## src/rtl/rv_pkg.sv

```systemverilog
// Shared register-file writeback constants: widths, the hardwired zero index and requester IDs.
// No logic; latency n/a.
// Backpressure n/a.
package rv_pkg;

    localparam int XLEN  = 32;
    localparam int IDX_W = 5;

    localparam logic [IDX_W-1:0] REG_ZERO = '0;

    localparam logic REQ_ALU = 1'b0;
    localparam logic REQ_LSU = 1'b1;

endpackage

```

## src/rtl/regfile_scoreboard.sv

```systemverilog
// Busy bit per destination register plus the decode hazard compare.
// Set/clear take effect at the clock edge; hazard is combinational from the registered bits.
// No backpressure: set and clear are accepted every cycle.
module regfile_scoreboard #(
    parameter int IDX_W = rv_pkg::IDX_W
) (
    input  logic                  clk,
    input  logic                  rst,
    input  logic                  set_en,
    input  logic [IDX_W-1:0]      set_idx,
    input  logic                  clr_en,
    input  logic [IDX_W-1:0]      clr_idx,
    input  logic [IDX_W-1:0]      rs1,
    input  logic [IDX_W-1:0]      rs2,
    input  logic [IDX_W-1:0]      rd,
    output logic                  hazard,
    output logic [(1<<IDX_W)-1:0] busy_mask
);
    localparam int NREG = 1 << IDX_W;

    logic [NREG-1:0] busy;
    logic [NREG-1:0] busy_next;

    // Set is applied after clear: a newly issued producer overrides the retiring one.
    always_comb begin
        busy_next = busy;
        if (clr_en) begin
            busy_next[clr_idx] = 1'b0;
        end
        if (set_en) begin
            busy_next[set_idx] = 1'b1;
        end
        busy_next[0] = 1'b0;
    end

    always_ff @(posedge clk) begin
        if (rst) begin
            busy <= '0;
        end else begin
            busy <= busy_next;
        end
    end

    // busy[0] is pinned low, so x0 never raises a hazard.
    assign hazard    = busy[rs1] | busy[rs2] | busy[rd];
    assign busy_mask = busy;

endmodule

```

## src/rtl/regfile_wb_arbiter.sv

```systemverilog
// Arbitrates ALU (req0) and LSU (req1) writebacks onto the single regfile write port, round-robin on contention.
// Latency 1: a transfer in cycle T appears on rf_we/rf_widx/rf_wdata in cycle T+1.
// Ready is a combinational grant, at most one per cycle; the regfile never stalls, so throughput is 1 write/cycle.
module regfile_wb_arbiter #(
    parameter int XLEN  = rv_pkg::XLEN,
    parameter int IDX_W = rv_pkg::IDX_W
) (
    input  logic                  clk,
    input  logic                  rst,
    input  logic                  issue_valid,
    input  logic [IDX_W-1:0]      issue_rd,
    input  logic [IDX_W-1:0]      chk_rs1,
    input  logic [IDX_W-1:0]      chk_rs2,
    input  logic [IDX_W-1:0]      chk_rd,
    output logic                  hazard,
    input  logic                  req0_valid,
    input  logic [IDX_W-1:0]      req0_idx,
    input  logic [XLEN-1:0]       req0_data,
    output logic                  req0_ready,
    input  logic                  req1_valid,
    input  logic [IDX_W-1:0]      req1_idx,
    input  logic [XLEN-1:0]       req1_data,
    output logic                  req1_ready,
    output logic                  rf_we,
    output logic [IDX_W-1:0]      rf_widx,
    output logic [XLEN-1:0]       rf_wdata,
    output logic [(1<<IDX_W)-1:0] busy_mask
);
    import rv_pkg::*;

    typedef struct packed {
        logic [IDX_W-1:0] idx;
        logic [XLEN-1:0]  data;
    } wb_req_t;

    logic    last_grant;
    logic    gnt0;
    logic    gnt1;
    logic    xfer;
    logic    wr_en_next;
    wb_req_t sel;

    always_comb begin
        gnt0 = 1'b0;
        gnt1 = 1'b0;
        if (!rst) begin
            if (req0_valid && req1_valid) begin
                if (last_grant == REQ_LSU) begin
                    gnt0 = 1'b1;
                end else begin
                    gnt1 = 1'b1;
                end
            end else begin
                gnt0 = req0_valid;
                gnt1 = req1_valid;
            end
        end
    end

    assign req0_ready = gnt0;
    assign req1_ready = gnt1;
    assign xfer       = gnt0 | gnt1;
    assign sel        = gnt1 ? wb_req_t'{idx: req1_idx, data: req1_data}
                             : wb_req_t'{idx: req0_idx, data: req0_data};
    // x0 writes complete the handshake but are dropped here.
    assign wr_en_next = xfer && (sel.idx != REG_ZERO);

    always_ff @(posedge clk) begin
        if (rst) begin
            rf_we      <= 1'b0;
            rf_widx    <= '0;
            rf_wdata   <= '0;
            last_grant <= REQ_LSU;
        end else begin
            rf_we <= wr_en_next;
            if (wr_en_next) begin
                rf_widx  <= sel.idx;
                rf_wdata <= sel.data;
            end
            if (xfer) begin
                last_grant <= gnt1 ? REQ_LSU : REQ_ALU;
            end
        end
    end

    // Busy clears on the edge that commits the write into the regfile.
    regfile_scoreboard #(
        .IDX_W (IDX_W)
    ) u_scoreboard (
        .clk       (clk),
        .rst       (rst),
        .set_en    (issue_valid && (issue_rd != REG_ZERO)),
        .set_idx   (issue_rd),
        .clr_en    (rf_we),
        .clr_idx   (rf_widx),
        .rs1       (chk_rs1),
        .rs2       (chk_rs2),
        .rd        (chk_rd),
        .hazard    (hazard),
        .busy_mask (busy_mask)
    );

endmodule

```

## config.mk

```make
export PLATFORM = sky130hd
export DESIGN_NAME = regfile_wb_arbiter
export DESIGN_NICKNAME = d
export VERILOG_FILES = /design/src/rtl/rv_pkg.sv /design/src/rtl/regfile_scoreboard.sv /design/src/rtl/regfile_wb_arbiter.sv
export SDC_FILE = /design/constraint.sdc
export NUM_CORES = 1
export LEC_CHECK = 0
export CAP_MARGIN = 20
export CORE_UTILIZATION = 44
export DETAILED_ROUTE_END_ITERATION = 10
export MAX_ROUTING_LAYER = met4
export PLACE_DENSITY = 0.84
export SLEW_MARGIN = 20
export SYNTH_ARGS = -nofsm -noshare
export SYNTH_HDL_FRONTEND = slang
export SYNTH_HIERARCHICAL = 1
export SYNTH_SLANG_ARGS = --single-unit
export TNS_END_PERCENT = 5
```

## constraint.sdc

```tcl
create_clock -name clk -period 2.3 [get_ports clk]
set_input_delay 0.46 -clock clk [delete_from_list [all_inputs] [get_ports clk]]
set_output_delay 0.46 -clock clk [all_outputs]
set_load 0.05 [all_outputs]
```

## After elaboration in Yosys (flattened, before gate mapping)

Cells that the tools add are included.

| word-level totals | value |
|---|---|
| register bits | 71 |
| input port bits | 99 |
| logic and storage cells | 46 |
| output and inout port bits | 73 |

| operators by class | value |
|---|---|
| muxes and demuxes | 20 |
| magnitude comparators | 7 |
| reductions and logical operators | 7 |
| bitwise logic cells | 6 |

Operators by type and width:

| operator | count |
|---|---|
| two-way mux 32 bit | 2 |
| two-way mux 37 bit | 1 |
| AND 32 bit | 1 |
| inverter 32 bit | 1 |
| OR 32 bit | 1 |
| < comparator 5 x 6 -> 1 bit (second input constant) | 5 |
| binary-select mux 1 bit (select 5 bit) | 3 |
| two-way mux 1 bit | 12 |
| demux 1 bit (select 5 bit) | 2 |
| >= comparator 5 x 1 -> 1 bit (second input constant) | 2 |
| nonzero test 5 bit | 2 |
| logical AND 1 bit | 5 |
| OR 1 bit | 3 |

## Longest topological paths before layout

| logic depth | value |
|---|---|
| depth in word-level cells | 9 |
| depth in mapped cells | 6 |
| depth with buffers taken out | 6 |

## Cells and area by module

The synthesis kept the hierarchy.

By module, submodules not included:

| module | seq. area each (um^2) | cells an instance | instances | area each (um^2) |
|---|---|---|---|---|
| regfile_scoreboard | 620.6 | 233 | 1 | 2138.3 |
| regfile_wb_arbiter | 780.7 | 198 | 1 | 2097.0 |

## Worst setup path before layout

OpenSTA, ideal clock, no wires.

| path | value |
|---|---|
| kind | input-to-output |
| start point | input port chk_rs1[0] |
| end point | output port hazard |
| path buffers | 1 |
| path slack | -0.264 ns |
| stages | 6 |
| data arrival time | 2.104 ns |
| required time | 1.840 ns |
| cell sequence | buf_4 > mux4_2 > a22oi_1 > o21ai_1 > nor4_1 > nand4_1 |

| on the way | value |
|---|---|
| longest elaborated chain between the ends | 4 |

RTL lines:

| element | line | text |
|---|---|---|
| start: declaration | regfile_wb_arbiter.sv:12 | `input logic [IDX_W-1:0] chk_rs1,` |
| binary-select mux 1 bit (select 5 bit) | regfile_scoreboard.sv:45 | `assign hazard = busy[rs1] \| busy[rs2] \| busy[rd];` |
| two-way mux 1 bit (implied by the code) | regfile_scoreboard.sv:45 |  |
| OR 1 bit (2 in series) | regfile_scoreboard.sv:45 |  |
| end: declaration | regfile_wb_arbiter.sv:15 | `output logic hazard,` |

No other way between the ends. The select of a mux whose other input is x is not followed.

## Worst setup path after layout

| path | value |
|---|---|
| start point | input port chk_rs2[3] |
| end point | output port hazard |

| on the way | value |
|---|---|
| longest elaborated chain between the ends | 4 |

RTL lines:

| element | line | text |
|---|---|---|
| start: declaration | regfile_wb_arbiter.sv:13 | `input logic [IDX_W-1:0] chk_rs2,` |
| binary-select mux 1 bit (select 5 bit) | regfile_scoreboard.sv:45 |  |
| two-way mux 1 bit (implied by the code) | regfile_scoreboard.sv:45 |  |
| OR 1 bit (2 in series) | regfile_scoreboard.sv:45 |  |

No other way between the ends. The select of a mux whose other input is x is not followed.

==> impl_metrics.env <==
export IMPL_run_status="complete, but fails checks"
export IMPL_violations_in_the_final_reports="setup timing"
export IMPL_first_global_vias=4426
export IMPL_timing_max_cap_violations=0
export IMPL_cp_common_cell="sky130_fd_sc_hd__nor4_1"
export IMPL_cell_area_after_synthesis_um2=4240
export IMPL_num_fill_cells=671
export IMPL_critical_path_slowest_cell="sky130_fd_sc_hd__clkdlybuf4s50_1"
export IMPL_worst_slew_margin_rel_pct=56.0
export IMPL_cts_htree_levels=3
export IMPL_cp_max_fo=3
export IMPL_syn_mean_instance_area_um2=9.83
export IMPL_worst_skew_pair_late_latency_ps=340
export IMPL_crit_path_launch_type="input port"
export IMPL_rows=35
export IMPL_antenna_cells=0
export IMPL_max_clock_path_buffers=2
export IMPL_gp_congestion=0.975
export IMPL_postSynth_asyncResetShare_pct=0
export IMPL_edff_count_synth=0
export IMPL_drive_gt1_share_pct=18.7
export IMPL_grt_total_usage_pct=28.3
export IMPL_final_common_cell="sky130_fd_sc_hd__clkdlybuf4s50_1"
export IMPL_synth_largest_type_area_fraction_pct=33.1
export IMPL_boundaryPins=172
export IMPL_drt_first_pass_iters=5
export IMPL_routed_via_count=4357
export IMPL_worstPathArrival_ps=2080
export IMPL_yosysUniqueCellTypes=53
export IMPL_worst_hold_path_type="reg -> reg"
export IMPL_route_final_wire_length_mm=13.7
export IMPL_grt_first_pass_wirelength_mm=21.5
export IMPL_synthFlopType="sky130_fd_sc_hd__dfxtp_1"
export IMPL_die_y_um=100
export IMPL_drv_slew=0
export IMPL_clk_pin_slew_ps=80
export IMPL_floorplan_die_area_um2=10000
export IMPL_port_buffer_count=170
export IMPL_timing_final_crit_share_pct=111
export IMPL_critPathRequiredTime_ps=1840
export IMPL_powerDensity_nw_per_um2=524
export IMPL_place_hpwl_mm=10.4
export IMPL_antenna_found_initial=0
export IMPL_initial_core_util_pct=45.6
export IMPL_synthDominantAreaCellType="sky130_fd_sc_hd__dfxtp_1"
export IMPL_post_synth_main_area_contributors="sky130_fd_sc_hd__dfxtp_1, sky130_fd_sc_hd__mux2i_1, sky130_fd_sc_hd__mux4_2, sky130_fd_sc_hd__mux4_1, sky130_fd_sc_hd__nand2b_1"
export IMPL_worstSetupEndpointType="primary output"
export IMPL_remaining_drcs=0
export IMPL_power_static_leakage_nw=2.63
export IMPL_worstMarginPinSlew_ps=657
export IMPL_wl_per_cell_um=17.7
export IMPL_synthCells=431
export IMPL_relative_area_change_from_synthesis_to_final_layout_pct=54.3
export IMPL_clock_sinks=70
export IMPL_grt_setup_unrepaired="yes"
export IMPL_grt_max_degree=40
export IMPL_num_nets_final=737
export IMPL_most_common_layout_cells="sky130_fd_sc_hd__clkdlybuf4s50_1, sky130_fd_sc_hd__mux2i_1, sky130_fd_sc_hd__dfxtp_1"
export IMPL_final_setup_viol_count=1
export IMPL_fin_util_pct=70.4
export IMPL_ir_drop_mv=0.308
export IMPL_yosysWarnings=6
export IMPL_dieWidth_um=100
export IMPL_fin_worst_skew_ps=10.4
export IMPL_cts_tree="done"
export IMPL_syn_nets=530
export IMPL_fin_hold_ws_ps=477
export IMPL_sequential_to_total_area_share_from_yosys_stat_pct=33.1
export IMPL_cts_inserted_buffers=9
export IMPL_detailedRoute_firstIterationViolations=251
export IMPL_ctsRootBufferMaster="sky130_fd_sc_hd__clkbuf_8"
export IMPL_finalSetupTns_ps=-244
export IMPL_synth_ff_latch_count=70
export IMPL_period_minus_slack_ps=2540
export IMPL_viasPerCell=5.64
export IMPL_fp_coreArea_um2=9280
export IMPL_globalRoute_totalOverflow=0
export IMPL_fmaxAchievable_mhz=393
export IMPL_worstSetupPathType="in -> out"
export IMPL_setup_ws_ps=-244
export IMPL_critical_path_max_stage_delay_ps=520
export IMPL_crit_path_cell_trace="clkdlybuf4s50_1 > buf_4 > a221oi_2 > nor4_1 > nor4_1 > nand4_1 > buf_6"
export IMPL_ant_nets=0
export IMPL_timing_hold_violations_final=0
[registers in the layout, summed over array words and instances (netlist names)]
name                    cells
last_grant                  1
rf_wdata                   32
rf_we                       1
rf_widx                     5
u_scoreboard/busy_mask     31
[cells by family (layout without fill, tap and decap cells)]
logic type	count (synthesis)	after routing	share of synthesized area, %
and+or+nand+nor	136	136	18.4
AOI/OAI and AO/OA	97	97	13.9
muxes	95	95	29.5
DFF	70	70	33.1
buffers and inverters	32	244	5.05
other	1	1	0.0885
[metal layers]
metal	wire, um	GRT usage (%)
met4	332	9.92
met1	5270	31.3
met3	1160	7.24
met5	0	-
met2	6890	49.3
[report_power, final]
part,switching (mW),internal (mW)
Combinational,0.592,0.479
Clock,0.477,0.531
Sequential,0.0542,1.29
[area by class of cell]
type | count | area (um^2) | share of cell area [%]
clock buffer | 11 | 141 | 2.16
clock inverter | 5 | 58.8 | 0.900
inverter | 8 | 30.0 | 0.459
tap | 129 | 161 | 2.47
timing repair buffer | 220 | 2090 | 32.0
multi-input combinational | 329 | 2640 | 40.4
sequential | 70 | 1410 | 21.6
[path summary, 6_finish.rpt]
path / startpoint / slack, ps / cells after the start / endpoint
worst max-delay path: chk_rs2[3] / -240 / 7 / hazard
worst min-delay path: rf_wdata[29]$_SDFFE_PP0P_ / 480 / 2 / rf_wdata[29]$_SDFFE_PP0P_
worst max register to register: last_grant$_SDFFE_PP1P_ / 720 / 5 / rf_wdata[27]$_SDFFE_PP0P_
worst min register to register: rf_wdata[29]$_SDFFE_PP0P_ / 480 / 2 / rf_wdata[29]$_SDFFE_PP0P_
[timing repair]
action	in CTS	in global routing
cloned	1	0
pin swaps	8	2
gates resized for setup	46	9
buffers inserted	6	0
hold buffers	0	0
endpoints found under the setup margin	1	1
[worst max-delay path: cells and delay by family]
kind                   cells  cell delay [ps]
buffers and inverters      3              900
AND/OR/NAND/NOR            3              540
AO/OA/AOI/OAI              1              190
[cells in the mapped netlist, drive strengths merged, types with 3 or more instances]
| master | count |
|---|---|
| nor2 | 9 |
| nand2b | 33 |
| dfxtp | 70 |
| clkbuf | 9 |
| or4 | 3 |
| o21ai | 37 |
| buf | 15 |
| a211oi | 5 |
| a2111oi | 3 |
| nand2 | 45 |
| and2b | 4 |
| nor3b | 5 |
| and3b | 3 |
| nand3b | 6 |
| or3 | 3 |
| nand3 | 4 |
| mux2 | 3 |
| nor2b | 4 |
| inv | 8 |
| a221oi | 3 |
| nor4 | 6 |
| nor3 | 4 |
| o32ai | 4 |
| mux2i | 71 |
| mux4 | 21 |
| a21oi | 32 |
| o2111ai | 3 |
[stage by stage]
step / total power, mW / worst slack, ps / std cells / instance area (um^2)
2_1_floorplan: 1.95 / -205 / 431 / 4250
3_3_place_gp: 2.40 / -670 / 749 / 6260
3_5_place_dp: 2.42 / -678 / 749 / 6260
4_1_cts: 3.43 / -246 / 772 / 6520
5_1_grt: 3.55 / -293 / 772 / 6540
6_report: 3.42 / -244 / 772 / 6540
Note: power is estimated with default switching activity, not from simulation.
